$ cat src/rtl/led_blink_scheduler_pkg.sv
// Shared definitions for the status-LED blink scheduler.
// Covers state encoding, requester count, blink-count width and the round-robin pick.
package led_blink_scheduler_pkg;

  localparam int NREQ  = 3;
  localparam int CNT_W = 4;

  typedef enum logic [2:0] {
    ST_IDLE = 3'd0,
    ST_ON   = 3'd1,
    ST_OFF  = 3'd2,
    ST_GAP  = 3'd3,
    ST_DONE = 3'd4
  } state_e;

  // First requesting index scanning upward from last+1, wrapping modulo NREQ.
  function automatic logic [1:0] rr_pick(input logic [NREQ-1:0] req, input logic [1:0] last);
    logic [1:0] pick;
    logic [1:0] cand;
    logic       found;
    pick  = last;
    cand  = last;
    found = 1'b0;
    for (int k = 1; k <= NREQ; k++) begin
      cand = 2'((int'(last) + k) % NREQ);
      if (!found && req[cand]) begin
        pick  = cand;
        found = 1'b1;
      end
    end
    return pick;
  endfunction

endpackage

$ cat src/rtl/led_blink_scheduler_tick_gen.sv
// Prescaler producing a one-cycle tick every TICK_DIV clocks.
// The clr input restarts the count so that a new phase starts on a tick boundary.
module led_tick_gen #(
  parameter int TICK_DIV = 12000000
) (
  input  logic CLK,
  input  logic RST,
  input  logic clr,
  output logic tick
);

  localparam int DW = $clog2(TICK_DIV);
  localparam logic [DW-1:0] DIV_LAST = DW'(TICK_DIV - 1);

  logic [DW-1:0] div_q, div_d;

  assign tick = (div_q == DIV_LAST);

  always_comb begin
    div_d = div_q + 1'b1;
    if (clr || tick) div_d = '0;
  end

  always_ff @(posedge CLK or posedge RST) begin
    if (RST) div_q <= '0;
    else     div_q <= div_d;
  end

endmodule

$ cat src/rtl/led_blink_scheduler.sv
// Round-robin sharing of the status LED among three burst-blink requesters.
//   state | meaning
//   IDLE  | no owner; arbitrate among pending requests
//   ON    | LED[0] lit for ON_TICKS ticks
//   OFF   | LED[0] dark for OFF_TICKS ticks between blinks
//   GAP   | LED[0] dark for GAP_TICKS ticks after the last blink
//   DONE  | one-cycle done pulse to the owner, then release
module led_blink_scheduler
  import led_blink_scheduler_pkg::*;
#(
  parameter int TICK_DIV  = 12000000,
  parameter int ON_TICKS  = 1,
  parameter int OFF_TICKS = 1,
  parameter int GAP_TICKS = 2
) (
  input  logic                    CLK,
  input  logic                    RST,
  input  logic [NREQ-1:0]         req,
  input  logic [NREQ*CNT_W-1:0]   blinks,
  output logic [NREQ-1:0]         gnt,
  output logic [NREQ-1:0]         done,
  output logic                    busy,
  output logic [1:0]              LED
);

  localparam int PMAX_OG = (ON_TICKS > OFF_TICKS) ? ON_TICKS : OFF_TICKS;
  localparam int PMAX    = (PMAX_OG > GAP_TICKS) ? PMAX_OG : GAP_TICKS;
  localparam int PW      = (PMAX > 1) ? $clog2(PMAX) : 1;
  localparam logic [PW-1:0] ON_LD  = PW'(ON_TICKS - 1);
  localparam logic [PW-1:0] OFF_LD = PW'(OFF_TICKS - 1);
  localparam logic [PW-1:0] GAP_LD = PW'(GAP_TICKS - 1);

  state_e             state_q, state_d;
  logic [NREQ-1:0]    gnt_q, gnt_d;
  logic [1:0]         last_q, last_d;
  logic [CNT_W-1:0]   cnt_q, cnt_d;
  logic [PW-1:0]      phase_q, phase_d;
  logic [1:0]         pick;
  logic [CNT_W-1:0]   cnt_new;
  logic               tick, clr, phase_end, req_held;

  led_tick_gen #(.TICK_DIV(TICK_DIV)) u_tick_gen (
    .CLK  (CLK),
    .RST  (RST),
    .clr  (clr),
    .tick (tick)
  );

  assign pick      = rr_pick(req, last_q);
  assign cnt_new   = blinks[CNT_W*pick +: CNT_W];
  assign req_held  = req[last_q];
  assign phase_end = tick && (phase_q == '0);

  always_comb begin
    state_d = state_q;
    gnt_d   = gnt_q;
    last_d  = last_q;
    cnt_d   = cnt_q;
    phase_d = phase_q;
    clr     = 1'b0;
    if (tick && phase_q != '0) phase_d = phase_q - 1'b1;
    case (state_q)
      ST_IDLE: begin
        if (|req) begin
          gnt_d       = '0;
          gnt_d[pick] = 1'b1;
          last_d      = pick;
          cnt_d       = cnt_new;
          clr         = 1'b1;
          if (cnt_new == '0) begin
            state_d = ST_GAP;
            phase_d = GAP_LD;
          end else begin
            state_d = ST_ON;
            phase_d = ON_LD;
          end
        end
      end
      ST_ON: begin
        if (!req_held) begin
          state_d = ST_IDLE;
          gnt_d   = '0;
        end else if (phase_end) begin
          cnt_d = cnt_q - 1'b1;
          if (cnt_q != CNT_W'(1)) begin
            state_d = ST_OFF;
            phase_d = OFF_LD;
          end else begin
            state_d = ST_GAP;
            phase_d = GAP_LD;
          end
        end
      end
      ST_OFF: begin
        if (!req_held) begin
          state_d = ST_IDLE;
          gnt_d   = '0;
        end else if (phase_end) begin
          state_d = ST_ON;
          phase_d = ON_LD;
        end
      end
      ST_GAP: begin
        if (!req_held) begin
          state_d = ST_IDLE;
          gnt_d   = '0;
        end else if (phase_end) begin
          state_d = ST_DONE;
        end
      end
      default: begin
        state_d = ST_IDLE;
        gnt_d   = '0;
      end
    endcase
  end

  always_ff @(posedge CLK or posedge RST) begin
    if (RST) begin
      state_q <= ST_IDLE;
      gnt_q   <= '0;
      last_q  <= 2'd2;
      cnt_q   <= '0;
      phase_q <= '0;
    end else begin
      state_q <= state_d;
      gnt_q   <= gnt_d;
      last_q  <= last_d;
      cnt_q   <= cnt_d;
      phase_q <= phase_d;
    end
  end

  assign gnt  = gnt_q;
  assign done = (state_q == ST_DONE) ? gnt_q : '0;
  assign busy = (state_q != ST_IDLE);
  assign LED  = {busy, state_q == ST_ON};

endmodule
$ cat config.mk
export PLATFORM = sky130hd
export DESIGN_NAME = led_blink_scheduler
export DESIGN_NICKNAME = d
export VERILOG_FILES = /design/src/rtl/led_blink_scheduler_pkg.sv /design/src/rtl/led_blink_scheduler_tick_gen.sv /design/src/rtl/led_blink_scheduler.sv
export SDC_FILE = /design/constraint.sdc
export NUM_CORES = 1
export LEC_CHECK = 0
export CAP_MARGIN = 10
export CORE_MARGIN = 2
export CORE_UTILIZATION = 51
export CTS_CLUSTER_SIZE = 25
export DETAILED_ROUTE_END_ITERATION = 10
export GPL_TIMING_DRIVEN = 0
export PLACE_DENSITY_LB_ADDON = 0.12
export REMOVE_ABC_BUFFERS = 1
export SETUP_SLACK_MARGIN = 0.05
export SLEW_MARGIN = 25
export SYNTH_ARGS = -nofsm -noshare
export SYNTH_HDL_FRONTEND = slang
export SYNTH_HIERARCHICAL = 1
export SYNTH_SLANG_ARGS = --single-unit
$ cat constraint.sdc
create_clock -name CLK -period 2.9 [get_ports CLK]
set_clock_uncertainty 0.05 [all_clocks]
set_input_delay 0.58 -clock CLK [delete_from_list [all_inputs] [get_ports CLK]]
set_output_delay 0.58 -clock CLK [all_outputs]
set_load 0.005 [all_outputs]
==> insert_results.sql, run 1 <==
INSERT INTO impl_metrics (metric_group, metric, value, unit) VALUES
('logic_synthesis', 'dominantRegCellSynth', 'dfrtp_1', ''),
('power', 'p_per_area', '945.2', 'mW/mm2'),
('die', 'die_area', '0.005317', 'mm2'),
('sta', 'slew-limit-headroom', '42.99', '%'),
('setup_path', 'critPathLaunch', 'last_q[1]', ''),
('min_path', 'min-delay-path-class', 'flop to flop', ''),
('logic_synthesis', 'syn_area_per_cell', '9.281', 'um2'),
('cts', 'clock_tree.htree_level_count', '2', ''),
('sta', 'tightest_slew', '847.4', 'ps'),
('layout', 'finalCoreUtilization', '65.10', '%'),
('layout', 'fin_area', '0.003034', 'mm2'),
('setup_path', 'setup.worst_path.start_class', 'flop', ''),
('sta', 'setup-violations-final', '0', ''),
('die', 'starting_density_of_the_core', '51.97', '%'),
('detailed_routing', 'drt.antenna.violating_nets', '0', ''),
('layout', 'num-nets-final', '328', ''),
('power', 'ir_worst_vdd', '0.4074', 'mV'),
('cts', 'cts_hold_buf', '0', ''),
('logic_synthesis', 'register_bit_total_from_synthesis', '37', ''),
('setup_path', 'critical_path_arrival', '3040', 'ps'),
('detailed_routing', 'routedWlPerCell', '15.46', 'um'),
('die', 'core_area', '0.004661', 'mm2'),
('setup_path', 'worst-endpoint-required', '3070', 'ps'),
('cts', 'numCtsBuffers', '5', ''),
('grt', 'grt_pass1_vias', '2019', ''),
('sta', 'maximum_clock_rate', '347.9', 'MHz'),
('detailed_routing', 'via_per_inst', '5.816', ''),
('setup_path', 'endpoint_of_the_worst_register_to_register_path', 'state_q[1]', ''),
('die', 'cell_rows', '25', ''),
('layout', 'number_of_standard_cells_in_the_final_layout_excluding_fillers', '359', ''),
('die', 'top_level_ports', '26', ''),
('sta', 'layout_worst_path_cycle_share', '99.11', '%'),
('placement', 'placed_cells_incl_taps', '335', ''),
('logic_synthesis', 'synthesis.instances', '261', ''),
('cts', 'cts.path.max_buffers', '2', ''),
('die', 'dieHeight', '72.92', 'um'),
('cts', 'cts_root_buf', 'clkbuf_8', ''),
('logic_synthesis', 'netlist_area', '0.002422', 'mm2'),
('power', 'power', '0.002868', 'W'),
('logic_synthesis', 'yosysWarningCount', '6', ''),
('setup_path', 'worst-setup-path-type', 'flop to flop', ''),
('sta', 'finalWorstPathRequiredPeriod', '2874', 'ps'),
('grt', 'first_pass_grt_wire_length', '9.335', 'mm'),
('layout', 'antenna-diode-count', '0', ''),
('placement', 'place.detailed.hpwl', '3.673', 'mm'),
('job', 'drv.max_cap_violation_count', '0', ''),
('grt', 'overall_overflow_remaining_after_global_route', '0', ''),
('detailed_routing', 'drt_first_pass_iters', '4', ''),
('setup_path', 'crit_fanout', '5', ''),
('power', 'p_leak', '1.291', 'nW'),
('setup_path', 'crit_path_end_kind', 'flop', ''),
('layout', 'multi_input_comb_area', '0.001496', 'mm2'),
('logic_synthesis', 'ys_async_sr_fraction', '100.0', '%'),
('setup_path', 'critical_path.reg2reg.startpoint', 'last_q[1]', ''),
('sta', 'hold_ws', '446.6', 'ps'),
('detailed_routing', 'vias', '2088', ''),
('cts', 'worst_setup_hold_path_clk_slew', '70', 'ps'),
('layout', 'share_of_cells_above_drive_strength_1', '19.67', '%'),
('cts', 'insertion_delay', '280', 'ps'),
('setup_path', 'reg2regPathDepth', '9', ''),
('cts', 'clock_sink_count', '37', ''),
('status', 'result_of_the_run', 'complete, no violations', ''),
('detailed_routing', 'detail_route.drc_violations', '0', ''),
('cts', 'tritoncts', 'yes', ''),
('placement', 'placement.cell_area', '0.002726', 'mm2'),
('grt', 'global_route_total_usage_across_every_layer', '22.46', '%'),
('setup_path', 'setup_crit_end', 'state_q[1]', ''),
('logic_synthesis', 'synth-edff-count', '0', ''),
('die', 'fp.dieW', '72.92', 'um'),
('min_path', 'min_path_cells', '1', ''),
('placement', 'buffer_ports.inserted', '25', ''),
('layout', 'fillers', '383', ''),
('setup_path', 'r2r_setup_slack', '30', 'ps'),
('sta', 'grt_setup_unrepaired', 'true', ''),
('sta', 'slew_viol_final', '0', ''),
('grt', 'pin_count_of_the_biggest_net_entering_global_routing', '25', ''),
('placement', 'weighted_congestion_at_the_end_of_routability_driven_global_placement', '0.8073', ''),
('grt', 'antenna_found_initial', '0', ''),
('layout', 'area_delta_synth_final', '25.26', '%'),
('layout', 'sequential_cell_area', '928.4', 'um2'),
('sta', 'hold_viol_final', '0', ''),
('logic_synthesis', 'seq_area_frac_synth', '38.27', '%'),
('detailed_routing', 'finalWirelength', '5.549', 'mm'),
('detailed_routing', 'drt_iter0_markers', '107', ''),
('logic_synthesis', 'yosysUniqueCellTypes', '58', '');
-- cell families after synthesis --
group / count (synthesis) / synth area share (%)
simple gates: 111 / 25.78
compound gates: 59 / 17.56
flops: 37 / 38.27
buf+inv: 21 / 3.822
xor+xnor: 13 / 4.700
mux: 13 / 6.250
fa+ha+maj: 7 / 3.616
-- through the flow --
stage / setup TNS (ps) / setup slack (ps)
after floorplan: 0 / 36.66
after global placement: -8496 / -548.9
after detailed placement: -2929 / -581.9
after CTS: 0 / 30.88
after global routing: -332.3 / -86.99
final: 0 / 25.88
-- worst max-delay path: stages (launching register included) --
cell and delay, ps:
dfstp_2 610, inv_4 50, ha_4 170, mux2_4 300
mux2_4 330, o32ai_4 480, mux2i_2 330, o221a_2 220
nand4_1 110, a2bb2oi_1 160
-- what timing repair did --
action / in CTS / in global routing
gates resized for setup: 18 / 2
buffers inserted: 13 / 3
setup endpoints to repair: 6 / 6
pin swaps: 8 / 5
-- cell type report --
cell class	count	share of cell area (%)
flip-flops and latches	37	30.60
repair buffers	42	12.58
inverters	15	1.938
clock buffers	7	3.175
well taps	54	2.227
clock inverters	1	0.1649
multi-input cells	203	49.32
-- layer usage --
layer	track usage (%)	up-vias	share of wire, %
met4	8.230	0	2.1
met2	37.27	39	47
met3	4.972	10	3.6
li1	-	1043	-
met5	0	-	0
met1	28.79	996	47
-- where the power goes --
part	total [W]	internal, W	switching [W]
Clock	0.000391	0.000215	0.000176
Sequential	0.000721	0.000619	0.000101
Combinational	0.00176	0.000889	0.000867
Total	0.00287	0.00172	0.00115
-- flip-flops by register name, summed over array words and instances (netlist names) --
register and count:
u_tick_gen/div_q 24, state_q 3, last_q 2, cnt_q 4, gnt 3, phase_q 1
-- synthesized netlist by cell type, types with 2 or more instances --
master     count  area share, %
nand2b_1       3           0.77
inv_1         15            2.3
xnor2_1        9            3.3
nand2_1       22            3.4
nor2b_1        5            1.3
nor2_1        24            3.7
dfrtp_1       36             37
a31oi_1        3           0.77
a21oi_2        3            1.1
nand4_1       10            2.6
a2bb2oi_1      4            1.4
ha_1           7            3.6
xor2_1         4            1.4
nor4_1         4            1.0
clkbuf_1       2           0.31
mux2_4         4            2.5
buf_2          2           0.41
nand3b_1       4            1.2
a22o_1         2           0.72
or3_1          5            1.3
o211a_1        2           0.83
and4_1         3            1.1
nand3_1        8            1.7
and3_1         4            1.0
nor3_1         5            1.0
o21ai_1        2           0.41
or3b_2         2           0.72
a21oi_1       13            2.7
o21ai_0       13            2.7
o31ai_1        4            1.2
or4_1          2           0.62
a31o_2         2           0.72
mux2i_1        8            3.3
-- cells in the final DEF (no fill, tap or decap), types with 5 or more instances in the layout --
master | netlist | layout
dfrtp_1 | 36 | 35
nor2_1 | 24 | 24
nand2_1 | 22 | 22
clkdlybuf4s50_1 | 0 | 22
buf_4 | 1 | 15
inv_1 | 15 | 13
o21ai_0 | 13 | 13
a21oi_1 | 13 | 13
nand4_1 | 10 | 10
xnor2_1 | 9 | 9
nand3_1 | 8 | 8
mux2i_1 | 8 | 7
clkbuf_8 | 0 | 7
or3_1 | 5 | 5
nor3_1 | 5 | 5
nor2b_1 | 5 | 5
ha_1 | 7 | 5
-- how the worst min path moves through the flow --
stage,to,slack [ps],start
final,u_tick_gen/div_q[0],450,u_tick_gen/div_q[0]
after global routing,u_tick_gen/div_q[0],470,u_tick_gen/div_q[0]
after CTS,u_tick_gen/div_q[0],440,u_tick_gen/div_q[0]
after detailed placement,u_tick_gen/div_q[0],430,u_tick_gen/div_q[0]
after global placement,u_tick_gen/div_q[0],430,u_tick_gen/div_q[0]
after floorplan,u_tick_gen/div_q[0],400,u_tick_gen/div_q[0]
(Power assumes the default switching activity.)
==> inputs of run 2 (changes only) <==
--- a/config.mk
+++ b/config.mk
@@ -5,6 +5,7 @@
 export SDC_FILE = /design/constraint.sdc
 export NUM_CORES = 1
 export LEC_CHECK = 0
+export ABC_CLOCK_PERIOD_IN_PS = 2900
 export CAP_MARGIN = 10
 export CORE_MARGIN = 2
 export CORE_UTILIZATION = 51
==> results of run 2 <==
Final layout, timing and power as in run 1 (identical DEF).
